===== src/rtl/fp_mac_pkg.sv =====
// ---------------------------------------------------------------------------
// fp_mac_pkg
// Shared types and constants for the fp_mac dot-product sequencer and benches.
//   FP16_W / FP32_W   : operand and accumulator widths
//   FP32_ZERO         : +0.0 in fp32, the starting value of every running sum
//   seq_state_t       : sequencer FSM states
//   FP16_ONE/TWO/THREE: handy fp16 constants (1.0, 2.0, 3.0)
// ---------------------------------------------------------------------------
package fp_mac_pkg;

    localparam int FP16_W = 16;
    localparam int FP32_W = 32;

    localparam logic [FP32_W-1:0] FP32_ZERO = 32'h0000_0000;

    localparam logic [FP16_W-1:0] FP16_ONE   = 16'h3C00;
    localparam logic [FP16_W-1:0] FP16_TWO   = 16'h4000;
    localparam logic [FP16_W-1:0] FP16_THREE = 16'h4200;

    typedef enum logic [1:0] {
        IDLE  = 2'd0,
        ISSUE = 2'd1,
        WAIT  = 2'd2,
        DONE  = 2'd3
    } seq_state_t;

endpackage


===== src/rtl/fp_mac_seq_mac_lat_timer.sv =====
// ---------------------------------------------------------------------------
// mac_lat_timer
// Load/countdown counter that measures the fp_mac pipeline latency.
// Ports:
//   i_clk, i_rst_n : clock, asynchronous active-low reset
//   i_load         : load i_load_val (takes priority over counting)
//   i_load_val     : cycles to wait
//   i_dec          : count down this cycle (ignored when the count is zero)
//   o_expire       : high in the cycle whose closing edge takes the count 1->0
// ---------------------------------------------------------------------------
module mac_lat_timer
    import fp_mac_pkg::*;
#(
    parameter int CNT_W = 4
) (
    input  logic             i_clk,
    input  logic             i_rst_n,
    input  logic             i_load,
    input  logic [CNT_W-1:0] i_load_val,
    input  logic             i_dec,
    output logic             o_expire
);

    logic [CNT_W-1:0] r_count;

    always_ff @(posedge i_clk or negedge i_rst_n) begin
        if (!i_rst_n) begin
            r_count <= '0;
        end else if (i_load) begin
            r_count <= i_load_val;
        end else if (i_dec && (r_count != '0)) begin
            r_count <= r_count - 1'b1;
        end
    end

    // Combinational so the FSM can act on the very edge that empties the counter.
    assign o_expire = i_dec && (r_count == CNT_W'(1));

endmodule


===== src/rtl/fp_mac_seq.sv =====
// ---------------------------------------------------------------------------
// fp_mac_seq
// Dot-product sequencer for the pipelined fp_mac datapath. Accepts fp16 operand
// pairs over valid/ready, issues one pair at a time to fp_mac with the running
// sum on C, waits MAC_LAT cycles for Y, and after vec_len elements presents the
// fp32 sum on o_result with a one-cycle o_done pulse.
// Ports:
//   i_clock, i_resetn : clock, asynchronous active-low reset
//   i_start, i_vec_len: start a run (sampled in IDLE only); length latched at start
//   o_busy            : high in every state except IDLE
//   i_in_valid, o_in_ready, i_in_a, i_in_b : operand pair handshake
//   o_mac_a, o_mac_b, o_mac_c : registered operands to fp_mac
//   i_mac_y           : fp_mac result
//   o_done, o_result  : completion pulse and final sum
// Optional (macro FP_MAC_SEQ_PERF_EN):
//   o_perf_cycles     : busy cycles of the last/current run, saturating
//   o_stall_cycles    : ISSUE cycles without in_valid, saturating
// ---------------------------------------------------------------------------
module fp_mac_seq
    import fp_mac_pkg::*;
#(
    parameter int MAC_LAT = 4,
    parameter int LEN_W   = 8
) (
    input  logic              i_clock,
    input  logic              i_resetn,
    input  logic              i_start,
    input  logic [LEN_W-1:0]  i_vec_len,
    output logic              o_busy,
    input  logic              i_in_valid,
    output logic              o_in_ready,
    input  logic [FP16_W-1:0] i_in_a,
    input  logic [FP16_W-1:0] i_in_b,
    output logic [FP16_W-1:0] o_mac_a,
    output logic [FP16_W-1:0] o_mac_b,
    output logic [FP32_W-1:0] o_mac_c,
    input  logic [FP32_W-1:0] i_mac_y,
    output logic              o_done,
    output logic [FP32_W-1:0] o_result
`ifdef FP_MAC_SEQ_PERF_EN
    ,
    output logic [15:0]       o_perf_cycles,
    output logic [15:0]       o_stall_cycles
`endif
);

    localparam logic [3:0] LAT_VAL = 4'(MAC_LAT);

    seq_state_t        r_state;
    logic [FP32_W-1:0] r_acc;
    logic [LEN_W-1:0]  r_cnt;
    logic [LEN_W-1:0]  r_len;
    logic [FP16_W-1:0] r_mac_a;
    logic [FP16_W-1:0] r_mac_b;
    logic [FP32_W-1:0] r_mac_c;
    logic [FP32_W-1:0] r_result;
    logic              r_done;
    logic              r_busy;
    logic              r_in_ready;

    logic              w_accept;
    logic              w_expire;
    logic [LEN_W:0]    w_cnt_inc;

    assign w_accept  = (r_state == ISSUE) && i_in_valid;
    // One extra bit so vec_len = 2^LEN_W-1 compares without wrapping.
    assign w_cnt_inc = {1'b0, r_cnt} + 1'b1;

    mac_lat_timer #(
        .CNT_W (4)
    ) u_timer (
        .i_clk      (i_clock),
        .i_rst_n    (i_resetn),
        .i_load     (w_accept),
        .i_load_val (LAT_VAL),
        .i_dec      (r_state == WAIT),
        .o_expire   (w_expire)
    );

    always_ff @(posedge i_clock or negedge i_resetn) begin
        if (!i_resetn) begin
            r_state    <= IDLE;
            r_acc      <= FP32_ZERO;
            r_cnt      <= '0;
            r_len      <= '0;
            r_mac_a    <= '0;
            r_mac_b    <= '0;
            r_mac_c    <= FP32_ZERO;
            r_result   <= FP32_ZERO;
            r_done     <= 1'b0;
            r_busy     <= 1'b0;
            r_in_ready <= 1'b0;
        end else begin
            r_done <= 1'b0;
            case (r_state)
                IDLE: begin
                    if (i_start) begin
                        r_acc  <= FP32_ZERO;
                        r_cnt  <= '0;
                        r_len  <= i_vec_len;
                        r_busy <= 1'b1;
                        if (i_vec_len == '0) begin
                            r_state  <= DONE;
                            r_done   <= 1'b1;
                            r_result <= FP32_ZERO;
                        end else begin
                            r_state    <= ISSUE;
                            r_in_ready <= 1'b1;
                        end
                    end
                end
                ISSUE: begin
                    if (i_in_valid) begin
                        r_mac_a    <= i_in_a;
                        r_mac_b    <= i_in_b;
                        r_mac_c    <= r_acc;
                        r_in_ready <= 1'b0;
                        r_state    <= WAIT;
                    end
                end
                WAIT: begin
                    // mac ports stay frozen: fp_mac samples C through its own buffer.
                    if (w_expire) begin
                        r_acc <= i_mac_y;
                        r_cnt <= w_cnt_inc[LEN_W-1:0];
                        if (w_cnt_inc == {1'b0, r_len}) begin
                            r_state  <= DONE;
                            r_done   <= 1'b1;
                            r_result <= i_mac_y;
                        end else begin
                            r_state    <= ISSUE;
                            r_in_ready <= 1'b1;
                        end
                    end
                end
                DONE: begin
                    r_state <= IDLE;
                    r_busy  <= 1'b0;
                end
                default: begin
                    r_state    <= IDLE;
                    r_busy     <= 1'b0;
                    r_in_ready <= 1'b0;
                end
            endcase
        end
    end

    assign o_busy     = r_busy;
    assign o_in_ready = r_in_ready;
    assign o_mac_a    = r_mac_a;
    assign o_mac_b    = r_mac_b;
    assign o_mac_c    = r_mac_c;
    assign o_done     = r_done;
    assign o_result   = r_result;

`ifdef FP_MAC_SEQ_PERF_EN
    logic [15:0] r_perf_cycles;
    logic [15:0] r_stall_cycles;

    always_ff @(posedge i_clock or negedge i_resetn) begin
        if (!i_resetn) begin
            r_perf_cycles  <= '0;
            r_stall_cycles <= '0;
        end else if ((r_state == IDLE) && i_start) begin
            r_perf_cycles  <= '0;
            r_stall_cycles <= '0;
        end else begin
            if (r_busy && (r_perf_cycles != 16'hFFFF)) begin
                r_perf_cycles <= r_perf_cycles + 16'd1;
            end
            if ((r_state == ISSUE) && !i_in_valid && (r_stall_cycles != 16'hFFFF)) begin
                r_stall_cycles <= r_stall_cycles + 16'd1;
            end
        end
    end

    assign o_perf_cycles  = r_perf_cycles;
    assign o_stall_cycles = r_stall_cycles;
`else
    // Without the performance counters the block carries no extra state.
`endif

endmodule


===== config.mk =====
export PLATFORM = sky130hd
export DESIGN_NAME = fp_mac_seq
export DESIGN_NICKNAME = d
export VERILOG_FILES = /design/src/rtl/fp_mac_pkg.sv /design/src/rtl/fp_mac_seq_mac_lat_timer.sv /design/src/rtl/fp_mac_seq.sv
export SDC_FILE = /design/constraint.sdc
export NUM_CORES = 1
export LEC_CHECK = 0
export BUFFER_PORTS_ARGS = -buffer_cell sky130_fd_sc_hd__buf_2
export CAP_MARGIN = 20
export CORE_ASPECT_RATIO = 0.5
export CORE_MARGIN = 4
export CORE_UTILIZATION = 48
export DETAILED_ROUTE_END_ITERATION = 7
export GPL_TIMING_DRIVEN = 0
export PLACE_DENSITY = 0.71
export SYNTH_ARGS = -nofsm -noshare
export SYNTH_HDL_FRONTEND = slang
export SYNTH_SLANG_ARGS = --single-unit

===== constraint.sdc =====
create_clock -name i_clock -period 2.6 [get_ports i_clock]
set_clock_uncertainty 0.15 [all_clocks]
set_input_delay 0.39 -clock i_clock [delete_from_list [all_inputs] [get_ports i_clock]]
set_output_delay 0.39 -clock i_clock [all_outputs]
set_load 0.005 [all_outputs]

Word level (Yosys, flattened, before mapping). Index checks and enable logic that the tools add are counted.

Flip-flop bits (word level): 153. Bits of input ports: 76. Output and inout bits: 99. Logic and storage cells: 75.

Add/sub/neg operators: 2. Equal/unequal tests: 12. Multiplexer cells: 32. Reduce and logical (&&, ||, !) cells: 17.

Operator list (count): two-way mux 32 bit (6); one-hot mux 32 bit (2 select lines) (2); two-way mux 8 bit (2); one-hot mux 8 bit (2 select lines) (1); != test 2 bit, second input constant (7); two-way mux 1 bit (10); two-way mux 2 bit (5); adder 8 x 1 -> 9 bit, second input constant (1); == test 9 x 8 -> 1 bit (1); logical NOT 8 bit (1); two-way mux 4 bit (2); one-hot mux 2 bit (4 select lines) (1); AND reduction 2 bit (3); AND reduction 3 bit (2); AND reduction 6 bit (1); nonzero test 2 bit (3); AND reduction 5 bit (1); == test 2 bit, second input constant (2); == test 4 x 1 -> 1 bit, second input constant (1); one-hot mux 1 bit (2 select lines) (2); nonzero test 4 bit (1); subtractor 4 x 1 -> 4 bit, second input constant (1); logical AND 1 bit (3); one-hot mux 1 bit (3 select lines) (1); other kinds (3) (3).

Longest topological paths before layout. Gate-level depths: netlist of the first run.

Depth after elaboration: 5. Gate-level depth with buffers: 8. Mapped depth without buffers: 6.

Hierarchy. A second synthesis of the first run with hierarchy kept.

Cell total of the unflattened synthesis: 586. Area, all modules: 6158.4 um^2.

By module, submodules not included: fp_mac_seq (instances 1, cells an instance 556, area an instance 5891.9 um^2, seq. area each 3728.6 um^2); mac_lat_timer (instances 1, cells an instance 30, area an instance 266.5 um^2, seq. area each 100.1 um^2).

Worst setup path before layout of the first run. OpenSTA, ideal clock, no wires.

Path type: register to register. Start: register r_cnt[0]. End: register r_result[23] (netlist: o_result[23]). Setup time: 79 ps. Arrival time: 1820 ps. Required time: 2371 ps. Slack: 550 ps. Stages on the path, launching flop included: 9. Path buffers: 2. Period minus slack after synthesis: 2050 ps. Cell sequence: dfrtp_1 ha_1 nand3_1 or3_1 nand4_1 a211o_1 buf_6 buf_8 mux2i_1.

Word-level cells in the longest chain between the ends: 4.

Ends and longest elaborated chain: start, declared (RTL line fp_mac_seq.sv:51) `logic [LEN_W-1:0] r_cnt;`; start signal, assigned (RTL line fp_mac_seq.sv:125) `r_cnt <= w_cnt_inc[LEN_W-1:0];`; adder 8 x 1 -> 9 bit (RTL line fp_mac_seq.sv:67) `assign w_cnt_inc = {1'b0, r_cnt} + 1'b1;`; == test 9 x 8 -> 1 bit (RTL line fp_mac_seq.sv:126) `if (w_cnt_inc == {1'b0, r_len}) begin`; != test 2 bit (no line); AND reduction 5 bit (no line); end signal, assigned (RTL line fp_mac_seq.sv:129) `r_result <= i_mac_y;`; end, declared (RTL line fp_mac_seq.sv:56) `logic [FP32_W-1:0] r_result;`.

No other way between the ends. A chain may end at the register's enable or synchronous reset.

Worst setup path after layout of the first run.
Start: register r_cnt[0]. End: register r_result[17] (netlist: o_result[17]).

Same word-level chain as after synthesis.

==> flow_summary.ini, run 1 <==
[global_route]
grt_max_degree = 101
grt_pass1_wl_um = 24900
grt_antenna_before_repair = 0
first_global_vias = 4859
grt_use_total_pct = 20.1
grt.overflow.total = 0

[routing]
num_vias = 4748
drt_iter0_drc = 319
final_antenna_net_count = 0
dr.pass1.iters = 5
wl_per_cell_um = 17.4
drc = 0
viasPerCell = 5.44
wl_um = 15100

[layout]
diodes = 0
final_layout_size_suffix_gt1_share_pct = 41.1
stdcell_area_um2 = 8160
area_growth_pct = 26.5
final_nets = 769

[sta]
post-route-period-util_pct = 89.4
drv_slew = 0
setup_viol = 0
tns_ps = 0
max_slew_margin_pct = 58.3
post-route-min-period_ps = 2320
rsz0062_at_grt = false
fin_ws_ps = 276
tightest_slew_ps = 625
hold_ws_ps = 35.3
hold_violations = 0
fmax_mhz = 430

[logic_synthesis]
ys_ff_latch = 153
synthCells = 495
synthFlopType = dfrtp_1
syn_avg_cell_area_um2 = 13.0
synth_common_cells = dfrtp_1, mux2_2, nand2_1, mux2i_1
synth_edf_count = 0
synthXorXnorAreaFrac_pct = 1.77
synth_top_area_share_pct = 59.4
synthMuxAreaShare_pct = 17.5
yosys.area.top_type = dfrtp_1
syn_nets = 574
synth-simple-area-share_pct = 5.98
synth_area_um2 = 6450
synth_area_leaders = dfrtp_1, mux2_2, mux2i_1
synth_top_family_by_area = multiplexers
synth_cell_types = 45
synth-async-reset-ratio_pct = 100
yosysSeqAreaShare_pct = 59.4
yosysWarnings = 0
yosysMostFrequentCell = dfrtp_1
synth_compound_area_share_pct = 11.7
synthAdderAreaFrac_pct = 0.582

[placement]
gp_congestion = 0.791
port_buffers = 174
dpl_cell_area_um2 = 7560
dp_hpwl_um = 10800
place_worst_setup_slack_ps = 181

[run_status]
outcome = complete, no violations

[setup_path]
critPathMaxFanout = 10
r2r.worst_path.cells = 8
worstPathArrival_ps = 2490
crit_cells = 8
worst-path-buf-inv = 2
worst_setup_path_end_kind = flop
critPathKind = flop to flop
critPathRequiredTime_ps = 2770
cp_cell_sequence = ha_1 -> nand3_1 -> or3_1 -> nand4_1 -> a211o_1 -> buf_6 -> buf_12 -> mux2i_1
cpPeakStageDelay_ps = 460
startpoint_type = flop
cpMaxStageDelayCell = dfrtp_1
cpLargestDelayFamily = simple AND/OR/NAND/NOR gates

[clock_tree]
numCtsBuffers = 17
postCtsResizedCells = 0
htree_levels = 4
clockRootBuffer = clkbuf_16
clk_latency_ps = 410
clkTransAtPathRegs_ps = 70
cts.sinks = 153
cts_buffer_depth = 2
cts_tree = built

[floorplan]
io_pins = 175
rows = 29
dieWidth_um = 172
start_util_pct = 49.9
die_area_um2 = 15500
die_h_um = 90.0
core_area_um2 = 12900

[power]
cellLeakagePower_nw = 4.27
power_switching_mw = 2.29
pwr-share-clk_pct = 31.9
ir_drop_mv = 0.491
power_frac_comb_pct = 24.8
p_int_mw = 5.31
seqPwrFrac_pct = 43.3
switching_share_pct = 30.1
power.density_nw_per_um2 = 931

[run]
drv_cap = 0

[min_path]
whs_path_depth = 2
hp-class = input pin to flop
## final timing paths
path / startpoint / end / slack (ps)
setup / recovery: r_cnt[0] / o_result[17] / 280
hold / removal: i_in_valid / r_state[0] / 40
hold reg to reg: r_acc[13] / r_acc[13] / 340
setup reg to reg: r_cnt[0] / o_result[17] / 280
max in group asynchronous: i_resetn / o_mac_b[12] / 1050
min in group asynchronous: i_resetn / o_mac_b[9] / 350
## state kept, by name (all words and copies together) (netlist names)
| signal | count |
|---|---|
| o_busy | 1 |
| o_done | 1 |
| o_in_ready | 1 |
| o_mac_a | 16 |
| o_mac_b | 16 |
| o_mac_c | 32 |
| o_result | 32 |
| r_acc | 32 |
| r_cnt | 8 |
| r_len | 8 |
| r_state | 2 |
| u_timer.r_count | 4 |
## cell families after synthesis
group                      count (synthesis)
DFF                                      153
muxes                                    104
AOI/OAI and AO/OA                        101
and+or+nand+nor                           83
buffers and inverters                     38
xor gates and xnor gates                  13
adders and majority gates                  3
## through the flow
step / power [mW] / cells / util, %
floorplan: 4.41 / 495 / -
global placement: 5.16 / 839 / 58.3
detailed placement: 5.24 / 840 / 58.6
CTS: 7.68 / 873 / 63.1
global route: 8.05 / 873 / 63.1
finish: 7.60 / 873 / 63.1
## metal layers
layer,GRT usage [%],wire length (µm),vias up
li1,-,-,2195
met1,27.5,6710,2388
met2,31.5,7280,154
met3,5.74,995,11
met4,5.49,162,0
met5,0,0,-
## placed cells by master (no fill, tap or decap), drive strengths merged, types with 2 or more instances in the layout
| cell type | count |
|---|---|
| xor2 | 8 |
| o41ai | 3 |
| nor2 | 9 |
| a31oi | 3 |
| mux2 | 70 |
| inv | 16 |
| dfrtp | 153 |
| o21ai | 19 |
| clkinv | 3 |
| or3 | 2 |
| mux2i | 34 |
| buf | 186 |
| or4 | 2 |
| xnor2 | 5 |
| a22oi | 31 |
| clkbuf | 38 |
| nand2b | 3 |
| and4 | 2 |
| ha | 3 |
| a22o | 31 |
| and3 | 4 |
| nand4 | 3 |
| nor2b | 2 |
| o31ai | 3 |
| nand2 | 49 |
| a21oi | 3 |
| nand3 | 3 |
## repair_timing
item	4_1_cts	5_1_grt
hold buffers	1	0
hold endpoints to repair	53	0
setup buffers	0	0
## area by class of cell
type / instances / area (µm²)
Buffer: 32 / 176
Inverter: 6 / 22.5
Fill cell: 1039 / 4760
Sequential cell: 153 / 3830
Multi-Input combinational cell: 304 / 2420
Clock buffer: 17 / 425
Timing Repair Buffer: 176 / 915
Clock inverter: 15 / 155
Tap cell: 170 / 213
## power by group through the flow
stage                     sequential, mW  combinational [mW]  clock [mW]
after floorplan                     3.32                1.10           0
after global placement              3.30                1.86           0
after detailed placement            3.33                1.91           0
after CTS                           3.29                1.92        2.47
after global routing                3.36                2.10        2.59
final                               3.29                1.88        2.43
No activity file was read; power rests on OpenSTA's default activity.
==> run 2, diff against run 1 <==
--- a/config.mk
+++ b/config.mk
@@ -9,10 +9,11 @@
 export CAP_MARGIN = 20
 export CORE_ASPECT_RATIO = 0.5
 export CORE_MARGIN = 4
-export CORE_UTILIZATION = 48
+export CORE_UTILIZATION = 52
+export CTS_BUF_LIST = sky130_fd_sc_hd__clkbuf_8 sky130_fd_sc_hd__clkbuf_16
 export DETAILED_ROUTE_END_ITERATION = 7
 export GPL_TIMING_DRIVEN = 0
-export PLACE_DENSITY = 0.71
+export PLACE_DENSITY = 0.76
 export SYNTH_ARGS = -nofsm -noshare
 export SYNTH_HDL_FRONTEND = slang
 export SYNTH_SLANG_ARGS = --single-unit
==> run 2 against run 1 <==
Effect of this change: combinational power is essentially flat; first-iteration DRC count decreased by 28%; hold slack is essentially flat; routed wire length up 1.2%; critical endpoint is now o_result[24].
==> flow_summary.ini, run 2 (same netlist as run 1, synthesis figures left out) <==
[placement]
dp.cells = 835
gp_congestion = 0.848
port_buffers = 174
place_worst_setup_slack_ps = 188
dp_hpwl_um = 10800
dpl_cell_area_um2 = 7560

[layout]
fin_util_pct = 68.3
fin_cells = 868
layout_common_cells = buf_2, dfrtp_1, mux2_2
final_common_cell = buf_2
area_growth_pct = 26.9
diodes = 0
final_layout_size_suffix_gt1_share_pct = 41.1
final_nets = 769
stdcell_area_um2 = 8180

[clock_tree]
postCtsResizedCells = 0
numCtsBuffers = 17
htree_levels = 4
clkTransAtPathRegs_ps = 60
cts_setup_buffers = 0
cts.sinks = 153
hold_buffers = 1
cts_buffer_depth = 2
cts_tree = built
clk_latency_ps = 420
clockRootBuffer = clkbuf_16

[sta]
fmax_mhz = 420
hold_violations = 0
tightest_slew_ps = 643
post-route-period-util_pct = 91.6
fin_ws_ps = 218
drv_slew = 0
max_slew_margin_pct = 57.2
rsz0062_at_grt = false
setup_viol = 0
post-route-min-period_ps = 2380

[floorplan]
rows = 28
die_h_um = 86.7
dieWidth_um = 165
die_area_um2 = 14400
start_util_pct = 53.8
io_pins = 175
core_area_um2 = 12000

[run_status]
outcome = complete, no violations

[global_route]
grt_antenna_before_repair = 0
grt_max_degree = 92
grt_pass1_wl_um = 24700
grt_use_total_pct = 22.1
first_global_vias = 4858
grt.overflow.total = 0

[setup_path]
critPathKind = flop to flop
critPathMaxFanout = 10
critPathRequiredTime_ps = 2780
cpMaxStageDelayCell = dfrtp_1
worstPathArrival_ps = 2560
worst-path-buf-inv = 2
cpPeakStageDelay_ps = 470
cpLargestDelayFamily = simple AND/OR/NAND/NOR gates
startpoint_type = flop
worst_setup_path_end_kind = flop
cp_cell_sequence = ha_1 -> nand3_1 -> or3_1 -> nand4_1 -> a211o_1 -> buf_6 -> buf_8 -> mux2i_1

[power]
seqPwrFrac_pct = 42.4
power_switching_mw = 2.28
ir_drop_mv = 0.538
p_int_mw = 5.49
power_frac_comb_pct = 24.4
pwr-share-clk_pct = 33.2
total_power_mw = 7.77
power.density_nw_per_um2 = 949
switching_share_pct = 29.4
cellLeakagePower_nw = 4.29

[routing]
final_antenna_net_count = 0
drc = 0
viasPerCell = 5.42
wl_per_cell_um = 17.7
dr.pass1.iters = 5
num_vias = 4705
drt_iter0_drc = 231
wl_um = 15300

[run]
drv_cap = 0

[min_path]
hp-class = input pin to flop
-- run 2: cell types whose count changed in the layout (fill, tap and decap cells not counted), sizes merged --
cell    before  now
inv         16   13
clkinv       3    4
bufinv       1    3
-- run 2: cell type report --
cell class	instances	area, µm²
multi-input cells	304	2420
fillers	911	3800
repair buffers	176	915
clock buffers	17	425
inverters	6	22.5
plain buffers	32	176
well taps	165	206
clock inverters	15	190
flip-flops and latches	153	3830
-- run 2: tightest hold or removal path: cells and delay by family --
kind,cells,cell delay (ps)
compound gates,1,60
simple gates,1,40
buf+inv,1,80
-- run 2: power groups by stage --
stage                     logic (mW)  clock network, mW  registers (mW)
after global routing            2.11               2.73            3.36
final                           1.89               2.58            3.30
after global placement          1.85                  0            3.29
after floorplan                 1.10                  0            3.32
after CTS                       1.92               2.62            3.30
after detailed placement        1.91                  0            3.34
-- run 2: final timing paths --
path | start | end | slack, ps | cells past startpoint
max | r_cnt[0] | o_result[24] | 220 | 8
min | i_vec_len[2] | r_len[2] | 40 | 3
max reg2reg | r_cnt[0] | o_result[24] | 220 | 8
min reg2reg | r_acc[13] | r_acc[13] | 340 | 2
max in group asynchronous | i_resetn | o_mac_c[31] | 1080 | 3
min in group asynchronous | i_resetn | o_mac_b[4] | 380 | 2
-- run 2: stage by stage --
stage / hold slack (ps) / setup TNS [ps]
after floorplan: -55.6 / 0
after global placement: 312 / -187560
after detailed placement: 263 / 0
after CTS: 25.0 / 0
after global routing: 24.6 / 0
final: 35.6 / 0
-- run 2: per-layer routing --
metal | GRT usage [%] | part of all wire, %
met5 | 0 | 0
met3 | 6.60 | 7.2
met4 | 7.04 | 1.5
met1 | 28.8 | 43
met2 | 35.9 | 48
==> run 3, diff against run 2 <==
--- a/config.mk
+++ b/config.mk
@@ -13,7 +13,7 @@
 export CTS_BUF_LIST = sky130_fd_sc_hd__clkbuf_8 sky130_fd_sc_hd__clkbuf_16
 export DETAILED_ROUTE_END_ITERATION = 7
 export GPL_TIMING_DRIVEN = 0
-export PLACE_DENSITY = 0.76
+export PLACE_DENSITY = 0.79
 export SYNTH_ARGS = -nofsm -noshare
 export SYNTH_HDL_FRONTEND = slang
 export SYNTH_SLANG_ARGS = --single-unit
==> run 3 against run 2 <==
Effect of this change: global-route usage down 0.13 points; largest cell class unchanged; maximum frequency up 0.20%; final cell count unchanged; non-clock buffer count unchanged; via count up 0.30%; die area unchanged; critical path depth unchanged; critical path type unchanged; largest power group unchanged; clock-buffer cell count up 2; flip-flop and latch count unchanged; hold slack worse by 30 ps; register-to-register slack about the same; first-iteration DRC count up 53%.
==> flow_summary.ini, run 3 (same netlist as run 1, synthesis figures left out) <==
[global_route]
grt_max_degree = 88
grt_use_total_pct = 21.9
first_global_vias = 4903
grt_antenna_before_repair = 0
grt_pass1_wl_um = 24800
grt.overflow.total = 0

[layout]
layout_common_cells = buf_2, dfrtp_1, mux2_2
stdcell_area_um2 = 8190
fin_util_pct = 68.3
area_growth_pct = 27.0
final_nets = 769
final_layout_size_suffix_gt1_share_pct = 41.1
fin_cells = 868
nFillCells = 876
final_common_cell = buf_2
diodes = 0

[power]
cellLeakagePower_nw = 4.28
total_power_mw = 7.77
power.density_nw_per_um2 = 949
ir_drop_mv = 0.482

[routing]
final_antenna_net_count = 0
wl_per_cell_um = 17.5
drc = 0
drt_iter0_drc = 354
wl_um = 15200
num_vias = 4719
dr.pass1.iters = 4
viasPerCell = 5.44

[min_path]
hp-class = input pin to flop

[clock_tree]
cts_tree = built
clk_latency_ps = 420
htree_levels = 4
hold_buffers = 1
cts_setup_buffers = 0
cts.sinks = 153
cts_buffer_depth = 2
postCtsResizedCells = 0
clockRootBuffer = clkbuf_16
numCtsBuffers = 17
clkTransAtPathRegs_ps = 60

[floorplan]
die_h_um = 86.7
dieWidth_um = 165
start_util_pct = 53.8
die_area_um2 = 14400
core_area_um2 = 12000
io_pins = 175
rows = 28

[setup_path]
cpPeakStageDelay_ps = 460
reg2reg_slack_ps = 220
r2r-start = r_cnt[0]
startpoint_type = flop
critPathRequiredTime_ps = 2780
worstPathArrival_ps = 2560
worst-path-buf-inv = 2
critPathKind = flop to flop
worst_setup_path_end_kind = flop
cpLargestDelayFamily = simple AND/OR/NAND/NOR gates
cp_cell_sequence = ha_1 -> nand3_1 -> or3_1 -> nand4_1 -> a211o_1 -> buf_6 -> buf_12 -> mux2i_1
r2r-end = o_result[15]
cpMaxStageDelayCell = dfrtp_1
critPathMaxFanout = 10
crit_cells = 8
r2r.worst_path.cells = 8
cp-startpoint = r_cnt[0]
crit_end = o_result[15]

[sta]
rsz0062_at_grt = false
post-route-period-util_pct = 91.4
max_slew_margin_pct = 46.9
tightest_slew_ps = 796
hold_violations = 0
drv_slew = 0
setup_viol = 0
post-route-min-period_ps = 2380
fmax_mhz = 421
fin_ws_ps = 222

[placement]
place_worst_setup_slack_ps = 213
gp_congestion = 0.863
dpl_cell_area_um2 = 7560
dp.cells = 835
dp_hpwl_um = 10800
port_buffers = 174

[run]
drv_cap = 0

[run_status]
outcome = complete, no violations
## run 3: changes by cell type in the layout (fill, tap and decap cells not counted), sizes merged
cell and delta:
inv -4, clkinvlp +1, clkbuf +2, clkinv +1
## run 3: cell type report
type	count	area [µm²]	area share, %
clock inverters	13	168	2.05
plain buffers	32	176	2.15
flip-flops and latches	153	3830	46.8
clock buffers	19	453	5.53
inverters	6	22.5	0.275
repair buffers	176	915	11.2
well taps	165	206	2.52
multi-input cells	304	2420	29.5
## run 3: worst min path at each step
stage | start | cells after the start | to | slack, ps
after floorplan | i_resetn | 0 | o_busy | -60
after global placement | r_acc[13] | 2 | r_acc[13] | 320
after detailed placement | r_acc[10] | 1 | r_acc[10] | 330
after CTS | i_in_valid | 2 | r_state[0] | 3
after global routing | i_in_valid | 2 | r_state[0] | 3
final | i_in_valid | 2 | r_state[0] | 6
## run 3: report_power, final
group | switching [mW] | internal, mW
Sequential | 0.340 | 2.96
Combinational | 0.898 | 0.992
Clock | 1.01 | 1.57
## run 3: through the flow
| stage | TNS, ps | hold WS (ps) |
|---|---|---|
| floorplan | 0 | -55.6 |
| global placement | -189140 | 323 |
| detailed placement | 0 | 329 |
| CTS | 0 | 3.41 |
| global route | 0 | 3.49 |
| finish | 0 | 6.00 |
## run 3: routing by layer
layer  share of wire (%)  track usage (%)
met3                 6.0             5.27
met1                  44             29.0
met2                  49             36.7
met5                   0                0
met4                 1.3             6.14
